**src/rtl/rf_write_scheduler_pkg.sv**
```systemverilog
// Shared definitions for the register-file write scheduler.
package rf_write_scheduler_pkg;

    localparam int unsigned DATA_W_DEF = 32;
    localparam int unsigned ADDR_W_DEF = 5;

    // Architectural zero register: never enqueued, never bypassed.
    localparam int unsigned REG_ZERO = 0;

    // One pending write-back at the default widths.
    typedef struct packed {
        logic [ADDR_W_DEF-1:0] dst;
        logic [DATA_W_DEF-1:0] data;
    } wb_entry_t;

endpackage

```
**src/rtl/rf_write_scheduler_if.sv**
```systemverilog
// Result, commit and bypass signals of the write scheduler.
interface rf_write_scheduler_if #(
    parameter int unsigned DEPTH  = 4,
    parameter int unsigned DATA_W = 32,
    parameter int unsigned ADDR_W = 5
);
    localparam int unsigned CW = $clog2(DEPTH) + 1;

    logic              mem_valid;
    logic              mem_ready;
    logic [ADDR_W-1:0] mem_dst;
    logic [DATA_W-1:0] mem_data;
    logic              alu_valid;
    logic              alu_ready;
    logic [ADDR_W-1:0] alu_dst;
    logic [DATA_W-1:0] alu_data;
    logic              rf_we;
    logic [ADDR_W-1:0] rf_waddr;
    logic [DATA_W-1:0] rf_wdata;
    logic [ADDR_W-1:0] byp_addr1;
    logic [ADDR_W-1:0] byp_addr2;
    logic              byp_hit1;
    logic [DATA_W-1:0] byp_data1;
    logic              byp_hit2;
    logic [DATA_W-1:0] byp_data2;
    logic [CW-1:0]     count;

    // Scheduler side.
    modport slave (
        input  mem_valid, mem_dst, mem_data, alu_valid, alu_dst, alu_data,
        input  byp_addr1, byp_addr2,
        output mem_ready, alu_ready, rf_we, rf_waddr, rf_wdata,
        output byp_hit1, byp_data1, byp_hit2, byp_data2, count
    );

    // Execute/memory/decode side.
    modport master (
        output mem_valid, mem_dst, mem_data, alu_valid, alu_dst, alu_data,
        output byp_addr1, byp_addr2,
        input  mem_ready, alu_ready, rf_we, rf_waddr, rf_wdata,
        input  byp_hit1, byp_data1, byp_hit2, byp_data2, count
    );

endinterface

```
**src/rtl/wb_bypass_cam.sv**
```systemverilog
// Youngest-match search over the pending write queue for one bypass query.
module wb_bypass_cam
    import rf_write_scheduler_pkg::*;
#(
    parameter int unsigned DEPTH  = 4,
    parameter int unsigned DATA_W = DATA_W_DEF,
    parameter int unsigned ADDR_W = ADDR_W_DEF
) (
    input  logic [ADDR_W-1:0]         dst_i  [DEPTH],
    input  logic [DATA_W-1:0]         data_i [DEPTH],
    input  logic [$clog2(DEPTH)-1:0]  head_i,
    input  logic [$clog2(DEPTH):0]    count_i,
    input  logic [ADDR_W-1:0]         addr_i,
    output logic                      hit_o,
    output logic [DATA_W-1:0]         data_o
);
    localparam int unsigned PW = $clog2(DEPTH);
    localparam int unsigned CW = PW + 1;

    logic [PW-1:0] slot;

    // Walk from oldest to youngest so the last match seen wins.
    always_comb begin
        hit_o  = 1'b0;
        data_o = '0;
        slot   = '0;
        for (int unsigned i = 0; i < DEPTH; i++) begin
            slot = head_i + PW'(i);
            if ((CW'(i) < count_i) && (dst_i[slot] == addr_i) &&
                (addr_i != ADDR_W'(REG_ZERO))) begin
                hit_o  = 1'b1;
                data_o = data_i[slot];
            end
        end
    end

endmodule

```
**src/rtl/rf_write_scheduler.sv**
```systemverilog
// In-order write-back queue feeding the register-file write port, with bypass.
module rf_write_scheduler
    import rf_write_scheduler_pkg::*;
#(
    parameter int unsigned DEPTH  = 4,
    parameter int unsigned DATA_W = DATA_W_DEF,
    parameter int unsigned ADDR_W = ADDR_W_DEF
) (
    input logic                 clk,
    input logic                 rst_n,
    rf_write_scheduler_if.slave bus
);
    localparam int unsigned PW = $clog2(DEPTH);
    localparam int unsigned CW = PW + 1;

    logic [ADDR_W-1:0] dst_q  [DEPTH];
    logic [DATA_W-1:0] data_q [DEPTH];
    logic [PW-1:0]     head_q, head_d, tail_q, tail_d;
    logic [CW-1:0]     count_q, count_d;
    logic [CW-1:0]     free;
    logic [PW-1:0]     alu_slot;
    logic              pop, mem_acc, alu_acc, push_mem, push_alu;

    // Handshake decode; the head always retires, so its slot counts as free.
    always_comb begin
        pop           = (count_q != '0);
        free          = CW'(DEPTH) - count_q + CW'(pop);
        bus.mem_ready = rst_n & (free >= CW'(1));
        bus.alu_ready = rst_n & ((free >= CW'(2)) | ((free >= CW'(1)) & ~bus.mem_valid));
        mem_acc       = bus.mem_valid & bus.mem_ready;
        alu_acc       = bus.alu_valid & bus.alu_ready;
        push_mem      = mem_acc & (bus.mem_dst != ADDR_W'(REG_ZERO));
        push_alu      = alu_acc & (bus.alu_dst != ADDR_W'(REG_ZERO));
        alu_slot      = tail_q + PW'(push_mem);
        head_d        = head_q + PW'(pop);
        tail_d        = tail_q + PW'(push_mem) + PW'(push_alu);
        count_d       = count_q - CW'(pop) + CW'(push_mem) + CW'(push_alu);
    end

    // Pointer and occupancy state.
    always_ff @(posedge clk or negedge rst_n) begin
        if (!rst_n) begin
            head_q  <= '0;
            tail_q  <= '0;
            count_q <= '0;
        end else begin
            head_q  <= head_d;
            tail_q  <= tail_d;
            count_q <= count_d;
        end
    end

    // Entry storage; the load is older, so it takes the first free slot.
    always_ff @(posedge clk) begin
        if (push_mem) begin
            dst_q[tail_q]  <= bus.mem_dst;
            data_q[tail_q] <= bus.mem_data;
        end
        if (push_alu) begin
            dst_q[alu_slot]  <= bus.alu_dst;
            data_q[alu_slot] <= bus.alu_data;
        end
    end

    // Commit port presents the head; zeroed when nothing is pending.
    always_comb begin
        bus.rf_we    = pop;
        bus.rf_waddr = pop ? dst_q[head_q] : '0;
        bus.rf_wdata = pop ? data_q[head_q] : '0;
        bus.count    = count_q;
    end

    wb_bypass_cam #(
        .DEPTH  (DEPTH),
        .DATA_W (DATA_W),
        .ADDR_W (ADDR_W)
    ) u_cam1 (
        .dst_i   (dst_q),
        .data_i  (data_q),
        .head_i  (head_q),
        .count_i (count_q),
        .addr_i  (bus.byp_addr1),
        .hit_o   (bus.byp_hit1),
        .data_o  (bus.byp_data1)
    );

    wb_bypass_cam #(
        .DEPTH  (DEPTH),
        .DATA_W (DATA_W),
        .ADDR_W (ADDR_W)
    ) u_cam2 (
        .dst_i   (dst_q),
        .data_i  (data_q),
        .head_i  (head_q),
        .count_i (count_q),
        .addr_i  (bus.byp_addr2),
        .hit_o   (bus.byp_hit2),
        .data_o  (bus.byp_data2)
    );

endmodule

```
**src/flat_wrapper.sv**
```systemverilog
// flat-port wrapper written by rule: the top's interface ports become plain ports
module rf_write_scheduler_flat import rf_write_scheduler_pkg::*;
#(
    parameter int unsigned DEPTH  = 4,
    parameter int unsigned DATA_W = DATA_W_DEF,
    parameter int unsigned ADDR_W = ADDR_W_DEF
)
  (clk, rst_n, bus_mem_valid, bus_mem_dst, bus_mem_data, bus_alu_valid, bus_alu_dst, bus_alu_data, bus_byp_addr1, bus_byp_addr2, bus_mem_ready, bus_alu_ready, bus_rf_we, bus_rf_waddr, bus_rf_wdata, bus_byp_hit1, bus_byp_data1, bus_byp_hit2, bus_byp_data2, bus_count);
  rf_write_scheduler_if #(.DEPTH(DEPTH), .DATA_W(DATA_W), .ADDR_W(ADDR_W)) bus_i ();
  input logic clk;
  input logic rst_n;
  input wire logic [$bits(bus_i.mem_valid)-1:0] bus_mem_valid;
  input wire logic [$bits(bus_i.mem_dst)-1:0] bus_mem_dst;
  input wire logic [$bits(bus_i.mem_data)-1:0] bus_mem_data;
  input wire logic [$bits(bus_i.alu_valid)-1:0] bus_alu_valid;
  input wire logic [$bits(bus_i.alu_dst)-1:0] bus_alu_dst;
  input wire logic [$bits(bus_i.alu_data)-1:0] bus_alu_data;
  input wire logic [$bits(bus_i.byp_addr1)-1:0] bus_byp_addr1;
  input wire logic [$bits(bus_i.byp_addr2)-1:0] bus_byp_addr2;
  output wire logic [$bits(bus_i.mem_ready)-1:0] bus_mem_ready;
  output wire logic [$bits(bus_i.alu_ready)-1:0] bus_alu_ready;
  output wire logic [$bits(bus_i.rf_we)-1:0] bus_rf_we;
  output wire logic [$bits(bus_i.rf_waddr)-1:0] bus_rf_waddr;
  output wire logic [$bits(bus_i.rf_wdata)-1:0] bus_rf_wdata;
  output wire logic [$bits(bus_i.byp_hit1)-1:0] bus_byp_hit1;
  output wire logic [$bits(bus_i.byp_data1)-1:0] bus_byp_data1;
  output wire logic [$bits(bus_i.byp_hit2)-1:0] bus_byp_hit2;
  output wire logic [$bits(bus_i.byp_data2)-1:0] bus_byp_data2;
  output wire logic [$bits(bus_i.count)-1:0] bus_count;
  assign bus_i.mem_valid = bus_mem_valid;
  assign bus_i.mem_dst = bus_mem_dst;
  assign bus_i.mem_data = bus_mem_data;
  assign bus_i.alu_valid = bus_alu_valid;
  assign bus_i.alu_dst = bus_alu_dst;
  assign bus_i.alu_data = bus_alu_data;
  assign bus_i.byp_addr1 = bus_byp_addr1;
  assign bus_i.byp_addr2 = bus_byp_addr2;
  assign bus_mem_ready = bus_i.mem_ready;
  assign bus_alu_ready = bus_i.alu_ready;
  assign bus_rf_we = bus_i.rf_we;
  assign bus_rf_waddr = bus_i.rf_waddr;
  assign bus_rf_wdata = bus_i.rf_wdata;
  assign bus_byp_hit1 = bus_i.byp_hit1;
  assign bus_byp_data1 = bus_i.byp_data1;
  assign bus_byp_hit2 = bus_i.byp_hit2;
  assign bus_byp_data2 = bus_i.byp_data2;
  assign bus_count = bus_i.count;
  rf_write_scheduler #(.DEPTH(DEPTH), .DATA_W(DATA_W), .ADDR_W(ADDR_W)) u_core (.clk(clk), .rst_n(rst_n), .bus(bus_i));
endmodule
```
**config.mk**
```make
export PLATFORM = sky130hd
export DESIGN_NAME = rf_write_scheduler_flat
export DESIGN_NICKNAME = d
export VERILOG_FILES = /design/src/rtl/rf_write_scheduler_pkg.sv /design/src/rtl/rf_write_scheduler_if.sv /design/src/rtl/wb_bypass_cam.sv /design/src/rtl/rf_write_scheduler.sv /design/src/flat_wrapper.sv
export SDC_FILE = /design/constraint.sdc
export NUM_CORES = 1
export LEC_CHECK = 0
export BUFFER_PORTS_ARGS = -buffer_cell sky130_fd_sc_hd__clkbuf_2
export CAP_MARGIN = 20
export CELL_PAD_IN_SITES_DETAIL_PLACEMENT = 1
export CELL_PAD_IN_SITES_GLOBAL_PLACEMENT = 1
export CORE_ASPECT_RATIO = 1.1
export CORE_MARGIN = 5
export CORE_UTILIZATION = 30
export CTS_BUF_LIST = sky130_fd_sc_hd__clkbuf_2
export CTS_CLUSTER_SIZE = 10
export DETAILED_ROUTE_END_ITERATION = 8
export HOLD_SLACK_MARGIN = 0.08
export PLACE_DENSITY = 0.62
export SLEW_MARGIN = 20
export SYNTH_ARGS = -nofsm -noshare
export SYNTH_HDL_FRONTEND = slang
export SYNTH_HIERARCHICAL = 1
export SYNTH_SLANG_ARGS = --single-unit
```
**constraint.sdc**
```tcl
create_clock -name clk -period 7 [get_ports clk]
set_input_delay 0.35 -clock clk [delete_from_list [all_inputs] [get_ports clk]]
set_output_delay 0.35 -clock clk [all_outputs]
set_load 0.05 [all_outputs]
```
==> results of run 1 <==
-- metrics by stage --
stage          utilization  hold WS (ps)  cells
2_1_floorplan            -          54.4   2417
3_3_place_gp         0.322           546   3139
3_5_place_dp         0.322           563   3139
4_1_cts              0.345          90.3   3281
5_1_grt              0.345           168   3282
6_report             0.345           196   3282
-- worst paths after layout --
kind / startpoint / end / depth (start not counted)
setup / recovery: u_core/head_q[1] / bus_byp_data1[20] / 11
hold / removal: rst_n / u_core/bus.count[2] / 2
setup reg to reg: u_core/bus.count[2] / u_core/data_q[31] / 14
hold reg to reg: u_core/data_q[61] / u_core/data_q[61] / 2
max in group asynchronous: rst_n / u_core/head_q[1] / 2
min in group clk: bus_mem_valid / u_core/dst_q[15] / 4
-- cell families (layout without fill, tap and decap cells) --
| logic type | count (synthesis) | count (layout) | synth area share |
|---|---|---|---|
| DFF | 155 | 155 | 0.173 |
| and+or+nand+nor | 858 | 858 | 0.236 |
| adders and majority gates | 8 | 8 | 0.00593 |
| muxes | 355 | 355 | 0.240 |
| AOI/OAI and AO/OA | 683 | 683 | 0.240 |
| other | 0 | 1 | 0 |
| buffers and inverters | 306 | 402 | 0.0801 |
| xor gates and xnor gates | 52 | 52 | 0.0255 |
-- sequential cells by signal, summed over array words and instances, names as in the netlist --
register	cells
u_core/dst_q	20
u_core/data_q	128
u_core/bus.count	3
u_core/tail_q	2
u_core/head_q	2
-- worst max-delay path, cell delays in order, from the launching register on --
cell,delay (ps)
dfrtp_4,820
buf_4,430
buf_4,730
mux2i_1,290
xnor2_1,140
a211oi_1,70
a31o_2,290
a211oi_4,910
buf_4,470
o211ai_1,140
o221a_2,190
clkbuf_2,250
-- cell usage in the layout (no fill, tap or decap), types with 6 or more instances in the layout --
master,n
nand2_1,172
xor2_1,18
a21o_1,18
a211o_1,44
mux4_2,57
a222oi_1,60
ha_1,7
o21ai_0,305
nand4_1,80
dlygate4sd3_1,110
dfxtp_1,148
and3_1,75
nand3_1,80
nor3_1,157
a21oi_1,24
o211ai_1,48
nor2_1,172
and2_1,38
nor2b_1,40
buf_4,50
inv_1,9
a221oi_1,6
mux2_2,66
xnor2_1,33
mux2i_1,232
and4_1,6
clkbuf_2,213
a31oi_1,148
-- metal layers --
| layer | GRT usage | vias up |
|---|---|---|
| li1 | - | 9334 |
| met1 | 0.340 | 10700 |
| met2 | 0.430 | 948 |
| met3 | 0.0325 | 148 |
| met4 | 0.0858 | 2 |
| met5 | 0 | - |
-- synth_stat cells (18+ instances only) --
| library cell | instances | share of area |
|---|---|---|
| and3_1 | 75 | 0.026 |
| a21o_1 | 18 | 0.0074 |
| buf_1 | 31 | 0.0064 |
| buf_4 | 28 | 0.012 |
| and2_1 | 39 | 0.013 |
| nor3_1 | 158 | 0.044 |
| clkbuf_1 | 156 | 0.032 |
| dfxtp_1 | 148 | 0.16 |
| nor2b_1 | 42 | 0.014 |
| a21oi_1 | 24 | 0.0066 |
| mux2i_1 | 232 | 0.13 |
| nand2_1 | 173 | 0.036 |
| o21ai_0 | 305 | 0.084 |
| xnor2_1 | 33 | 0.016 |
| mux4_2 | 57 | 0.071 |
| a211o_1 | 44 | 0.021 |
| a222oi_1 | 60 | 0.033 |
| o211ai_1 | 48 | 0.020 |
| xor2_1 | 18 | 0.0087 |
| a31oi_1 | 148 | 0.051 |
| mux2_2 | 66 | 0.041 |
| nand3_1 | 82 | 0.023 |
| nand4_1 | 80 | 0.028 |
| nor2_1 | 172 | 0.036 |
| buf_2 | 64 | 0.018 |
-- final cells by class --
class,count,area [µm²]
fill,7208,39200
antenna,1,2.50
inverter,11,41.3
tap,768,961
sequential,155,3150
clock inverter,15,164
clock buffer,17,85.1
timing repair buffer,359,2520
multi-input combinational,1956,13700
==> flow_metrics.py, run 1 <==
metrics = {
    "drt": {
        "wl_met2_um": 42000,
        "via_per_inst": 6.43,
        "vias": 21100,
        "wl_met3_um": 5690,
        "drt_wl_total_um": 88100,
        "dr.max_layer_used": "met5",
        "routedWlPerCell_um": 26.9,
        "final_antenna_net_count": 0,
        "wl_met1_um": 37900,
        "drtIter0Drc": 2264,
        "dr.pass1.iters": 7,
        "drc": 0,
    },
    "clock_network": {
        "clock_latency_ps": 930,
        "cts_resized": 0,
        "cts_root_buf": "clkbuf_2",
        "hold_buffers": 110,
        "cts_buffers": 17,
        "cts_num_sinks": 155,
        "htreeDepth": 4,
        "cts_setup_buffers": 0,
        "cts_buffer_depth": 2,
        "cts_tree": "built",
        "clkTransAtPathRegs_ps": 260,
    },
    "placement": {
        "gp_congestion": 0.885,
        "dp_slack_ps": 2010,
        "io_buffer_count": 196,
        "dpl.hpwl_um": 56700,
        "dpl_cell_area_mm2": 0.0193,
    },
    "global_routing": {
        "antenna_found_initial": 3,
        "grt.overflow.total": 0,
        "grt_use_total": 0.255,
        "grt_pass1_wl_um": 132000,
        "grt_max_degree": 128,
        "grt_pass1_vias": 21400,
    },
    "setup_path": {
        "endpoint_kind": "output port",
        "startpoint_type": "flop",
        "critical_path_peak_fanout": 58,
        "r2r_setup_slack_ps": 1890,
        "cp.arrival_ps": 5660,
        "path_class": "flop to output port",
        "worstPathRequired_ps": 6650,
    },
    "finish": {
        "drive_gt1_frac": 0.174,
        "area_growth_syn_to_layout_pct": 13.8,
        "stdcell_area_mm2": 0.0206,
        "final_nets": 2596,
    },
    "floorplanning": {
        "core_area_mm2": 0.0599,
        "core.rowCount": 94,
        "io_pins": 197,
        "initial_core_util": 0.303,
        "die_area_mm2": 0.0655,
        "die_width_um": 244,
        "die_h_um": 268,
    },
    "timing": {
        "fin_setup_tns_ps": 0,
        "worst_slew_pin_slew_ps": 1150,
        "worst_slack_ps": 990,
        "period_share": 0.859,
        "finalHoldViolCount": 0,
        "drv_slew": 0,
        "final-setup-viol-count": 0,
        "fmax_ghz": 0.166,
        "rsz0062_at_grt": "false",
        "relSlewSlack": 0.232,
        "skew_ps": 45.6,
        "fin_crit_ps": 6010,
    },
    "logic_synthesis": {
        "syn_inst": 2417,
        "netlist_area_mm2": 0.0181,
        "synth_cell_type_count": 54,
        "synth_edf_count": 0,
        "syn_area_per_cell_um2": 7.51,
        "yosys_warnings": 6,
        "synthFlopType": "dfxtp_1",
        "async_reset_ff_frac": 0.0452,
        "ys_ff_latch": 155,
        "syn-num-nets": 2513,
        "yosysSeqAreaShare": 0.173,
    },
    "hold_path": {
        "hold_class": "input port to async pin",
    },
    "run_status": {
        "outcome": "completed",
    },
    "flow_run": {
        "cap_violations": 0,
    },
}
Power of run 1 is not shown: default switching activity piles up to over one toggle a cycle in this logic, so the estimate is an artifact.
==> run 2: changes to the inputs <==
--- a/config.mk
+++ b/config.mk
@@ -6,7 +6,6 @@
 export NUM_CORES = 1
 export LEC_CHECK = 0
 export BUFFER_PORTS_ARGS = -buffer_cell sky130_fd_sc_hd__clkbuf_2
-export CAP_MARGIN = 20
 export CELL_PAD_IN_SITES_DETAIL_PLACEMENT = 1
 export CELL_PAD_IN_SITES_GLOBAL_PLACEMENT = 1
 export CORE_ASPECT_RATIO = 1.1
@@ -16,7 +15,7 @@
 export CTS_CLUSTER_SIZE = 10
 export DETAILED_ROUTE_END_ITERATION = 8
 export HOLD_SLACK_MARGIN = 0.08
-export PLACE_DENSITY = 0.62
+export PLACE_DENSITY_LB_ADDON = 0.1
 export SLEW_MARGIN = 20
 export SYNTH_ARGS = -nofsm -noshare
 export SYNTH_HDL_FRONTEND = slang
==> run 2 against run 1 <==
- setup slack got worse by 150 ps
- sequential share of layout area about the same
- die area unchanged
- fmax decreased by 2.4%
- non-clock buffer count decreased by 2
- clock skew decreased by 19 ps
- utilization about the same
- worst hold slack improved by 12 ps
- via count decreased by 1.1%
==> flow_metrics.py, run 2 (same netlist as run 1, synthesis figures left out) <==
metrics = {
    "setup_path": {
        "endpoint_kind": "output port",
        "worstPathRequired_ps": 6650,
        "startpoint_type": "flop",
        "path_class": "flop to output port",
        "cp.arrival_ps": 5810,
        "critical_path_peak_fanout": 45,
        "r2r_setup_slack_ps": 1560,
    },
    "run_status": {
        "outcome": "completed",
    },
    "timing": {
        "fin_setup_tns_ps": 0,
        "drv_slew": 0,
        "finalHoldViolCount": 0,
        "relSlewSlack": 0.246,
        "worst_slew_pin_slew_ps": 1130,
        "period_share": 0.880,
        "final-setup-viol-count": 0,
        "fin_crit_ps": 6160,
        "skew_ps": 26.8,
        "rsz0062_at_grt": "false",
        "fmax_ghz": 0.162,
    },
    "drt": {
        "final_antenna_net_count": 0,
        "dr.pass1.iters": 6,
        "vias": 20900,
        "drtIter0Drc": 2017,
        "drt_wl_total_um": 92000,
        "via_per_inst": 6.36,
        "routedWlPerCell_um": 28.0,
        "drc": 0,
    },
    "finish": {
        "drive_gt1_frac": 0.175,
        "top_register": "u_core/data_q",
        "largest_reg_flops": 128,
        "final_common_cell": "o21ai_0",
        "final_nets": 2594,
        "area_growth_syn_to_layout_pct": 13.9,
        "most-common-layout-cells": "305 x o21ai_0, 232 x mux2i_1, 217 x clkbuf_2",
    },
    "clock_network": {
        "htreeDepth": 4,
        "cts_resized": 0,
        "cts_buffers": 17,
        "cts_root_buf": "clkbuf_2",
        "cts_num_sinks": 155,
        "cts_buffer_depth": 2,
        "hold_buffers": 110,
        "cts_tree": "built",
        "clkTransAtPathRegs_ps": 250,
        "clock_latency_ps": 890,
        "cts_setup_buffers": 0,
    },
    "global_routing": {
        "grt_max_degree": 173,
        "antenna_found_initial": 4,
        "use_met1": 0.370,
        "grt_use_total": 0.269,
        "grt.overflow.total": 0,
        "grt_pass1_vias": 21100,
        "grt_pass1_wl_um": 137000,
        "grtUsageMet3": 0.0284,
        "grt-busiest-layer": "met2",
        "grtUsageMet2": 0.447,
    },
    "placement": {
        "gp_congestion": 0.807,
        "io_buffer_count": 196,
        "dpl.hpwl_um": 56800,
    },
    "floorplanning": {
        "io_pins": 197,
        "core.rowCount": 94,
        "die_width_um": 244,
        "core_area_mm2": 0.0599,
        "die_area_mm2": 0.0655,
        "initial_core_util": 0.303,
        "die_h_um": 268,
    },
    "hold_path": {
        "hold_class": "input port to flop",
    },
    "flow_run": {
        "cap_violations": 0,
    },
}
## run 2: cell types whose count changed in the layout (fill, tap and decap cells not counted), sizes merged
cell / before / now
buf: 53 / 51
clkinvlp: 1 / 0
clkbuf: 213 / 217
inv: 14 / 13
clkinv: 9 / 6
diode: 1 / 5
## run 2: layout make-up
cell class	instances	area, µm²
Antenna cell	5	12.5
Tap cell	768	961
Multi-Input combinational cell	1956	13700
Inverter	11	41.3
Timing Repair Buffer	357	2530
Fill cell	7264	39200
Clock inverter	10	115
Sequential cell	155	3150
Clock buffer	21	105
## run 2: path summary, 6_finish.rpt
kind,start,endpoint,cells past startpoint
worst max-delay path,u_core/head_q[1],bus_byp_data2[31],10
worst min-delay path,bus_mem_valid,u_core/dst_q[15],4
max in group asynchronous,rst_n,u_core/head_q[0],3
worst min register to register,u_core/data_q[77],u_core/data_q[77],2
min in group asynchronous,rst_n,u_core/bus.count[1],3
worst max register to register,u_core/bus.count[2],u_core/data_q[57],14
## run 2: metrics by stage
| step | instances | utilization | hold slack, ps | setup slack [ps] | instance area (µm²) |
|---|---|---|---|---|---|
| finish | 3283 | 0.345 | 209 | 842 | 20700 |
| global route | 3279 | 0.345 | 196 | 659 | 20600 |
| CTS | 3277 | 0.344 | 111 | 797 | 20600 |
| detailed placement | 3136 | 0.322 | 550 | 1890 | 19300 |
| global placement | 3136 | 0.322 | 544 | 1860 | 19300 |
| floorplan | 2417 | - | 54.4 | 2440 | 18100 |
## run 2: critical path, stage by stage (launching register included)
cell	delay, ps
dfrtp_4	940
buf_4	370
mux4_2	540
xnor2_1	160
nand3b_1	160
a211o_1	320
buf_4	310
and3_1	580
buf_12	320
a222oi_1	770
clkbuf_2	410
## run 2: per-layer routing
metal / vias up / wire length (µm)
met3: 154 / 5200
met5: - / 7
met4: 2 / 2670
met1: 10600 / 41100
met2: 802 / 43000
li1: 9335 / -
Power of run 2 is left out for the same reason.
==> run 3: changes to the inputs <==
--- a/config.mk
+++ b/config.mk
@@ -9,7 +9,6 @@
 export CELL_PAD_IN_SITES_DETAIL_PLACEMENT = 1
 export CELL_PAD_IN_SITES_GLOBAL_PLACEMENT = 1
 export CORE_ASPECT_RATIO = 1.1
-export CORE_MARGIN = 5
 export CORE_UTILIZATION = 30
 export CTS_BUF_LIST = sky130_fd_sc_hd__clkbuf_2
 export CTS_CLUSTER_SIZE = 10
==> run 3 against run 2 <==
- die area down 6.2%
- cell count up 0.30%
- register-to-register slack better by 440 ps
- routed wire length up 0.70%
- utilization up 0.17 points
- first-iteration DRC count down 18%
- critical path depth unchanged
- clock-buffer cell count down 1
- cell area up 0.31%
- critical path type unchanged
==> flow_metrics.py, run 3 (same netlist as run 1, synthesis figures left out) <==
metrics = {
    "drt": {
        "routedWlPerCell_um": 28.1,
        "drt_wl_total_um": 92700,
        "vias": 21000,
        "drtIter0Drc": 1645,
        "via_per_inst": 6.37,
        "final_antenna_net_count": 0,
        "drc": 0,
        "dr.pass1.iters": 9,
    },
    "setup_path": {
        "r2r.worst_path.cells": 14,
        "cp_common_cell": "buf_4",
        "critPathBufInv": 3,
        "cp-startpoint": "u_core/head_q[1]",
        "cp_slowest_stage_delay_ps": 930,
        "endpoint_kind": "output port",
        "cp.arrival_ps": 5440,
        "r2r_start": "u_core/bus.count[2]",
        "startpoint_type": "flop",
        "path_class": "flop to output port",
        "slowest_stage": "dfrtp_4",
        "critical_path_peak_fanout": 58,
        "worstPathRequired_ps": 6650,
        "path_depth": 10,
        "path_cells": "buf_4 > mux4_2 > xor2_1 > a221oi_1 > nand3_2 > buf_4 > nor2_1 > o21ai_0 > a222oi_1 > clkbuf_2",
        "crit_family": "buffers and inverters",
    },
    "finish": {
        "regArea_mm2": 0.00315,
        "multi_input_area_mm2": 0.0137,
        "fill_cells": 7308,
        "final_nets": 2603,
        "drive_gt1_frac": 0.177,
        "largest_reg_flops": 128,
        "top_register": "u_core/data_q",
        "area_growth_syn_to_layout_pct": 14.2,
        "most-common-layout-cells": "305 x o21ai_0, 232 x mux2i_1, 216 x clkbuf_2",
        "final_common_cell": "o21ai_0",
        "final_core_util": 0.347,
    },
    "floorplanning": {
        "die_h_um": 260,
        "die_area_mm2": 0.0615,
        "initial_core_util": 0.304,
        "core_area_mm2": 0.0597,
        "core.rowCount": 94,
        "io_pins": 197,
        "die_width_um": 236,
    },
    "timing": {
        "final-setup-viol-count": 0,
        "period_share": 0.828,
        "drv_slew": 0,
        "skew_ps": 28.8,
        "fin_crit_ps": 5790,
        "worst_hold_slack_ps": 268,
        "finalHoldViolCount": 0,
        "worst_slew_pin_slew_ps": 1190,
        "rsz0062_at_grt": "false",
        "fin_setup_tns_ps": 0,
        "fmax_ghz": 0.173,
        "relSlewSlack": 0.208,
    },
    "global_routing": {
        "grt_use_total": 0.296,
        "grt_pass1_wl_um": 140000,
        "antenna_found_initial": 4,
        "grt.overflow.total": 0,
        "grt_max_degree": 162,
        "grt_pass1_vias": 21300,
    },
    "placement": {
        "gp_congestion": 0.847,
        "io_buffer_count": 196,
        "dpl.hpwl_um": 57400,
    },
    "clock_network": {
        "cts_root_buf": "clkbuf_2",
        "cts_buffer_depth": 2,
        "cts_tree": "built",
        "cts_num_sinks": 155,
        "clkTransAtPathRegs_ps": 250,
        "htreeDepth": 4,
        "cts_buffers": 17,
        "clock_latency_ps": 910,
    },
    "hold_path": {
        "hold_class": "input port to async pin",
    },
    "run_status": {
        "outcome": "completed",
    },
    "flow_run": {
        "cap_violations": 0,
    },
}
## run 3: cell count changes in the layout (fill, tap and decap cells not counted), moves of 2 or more
cell	previous run	this run
buf_4	46	52
clkinv_1	3	5
dlygate4sd3_1	110	113
inv_6	3	1
clkinvlp_4	0	4
## run 3: metal layers
metal,track usage,up-vias,part of all wire
met5,0,-,0.00014
met4,0.119,2,0.034
met3,0.0351,173,0.052
met2,0.489,762,0.47
met1,0.392,10700,0.44
li1,-,9354,-
## run 3: what timing repair did
item / CTS / global route
gates resized for setup: 0 / 0
hold endpoints to repair: 158 / 0
hold buffers: 113 / 0
setup buffers: 0 / 0
## run 3: tightest hold or removal path: stages
cell and delay (ps):
dlygate4sd3_1 520, clkbuf_2 150, buf_4 800
## run 3: final timing paths
check / endpoint / slack [ps]
max in group asynchronous: u_core/head_q[0] / 5970
min in group clk: u_core/data_q[26] / 280
worst max register to register: u_core/dst_q[15] / 2000
worst min-delay path: u_core/bus.count[0] / 270
worst max-delay path: bus_byp_data1[31] / 1210
worst min register to register: u_core/data_q[22] / 580
## run 3: layout make-up
cell class | instances | share of cell area
Clock inverter | 12 | 0.00598
Timing Repair Buffer | 366 | 0.125
Sequential cell | 155 | 0.152
Inverter | 11 | 0.00199
Clock buffer | 20 | 0.00483
Multi-Input combinational cell | 1956 | 0.663
Antenna cell | 5 | 0.000604
Tap cell | 768 | 0.0464
## run 3: metrics by stage
stage / area [µm²] / std cells / setup WS (ps)
after floorplan: 18100 / 2417 / 2440
after global placement: 19300 / 3142 / 2310
after detailed placement: 19300 / 3142 / 2230
after CTS: 20700 / 3287 / 1140
after global routing: 20700 / 3293 / 907
final: 20700 / 3293 / 1210
Power of run 3 is left out for the same reason.
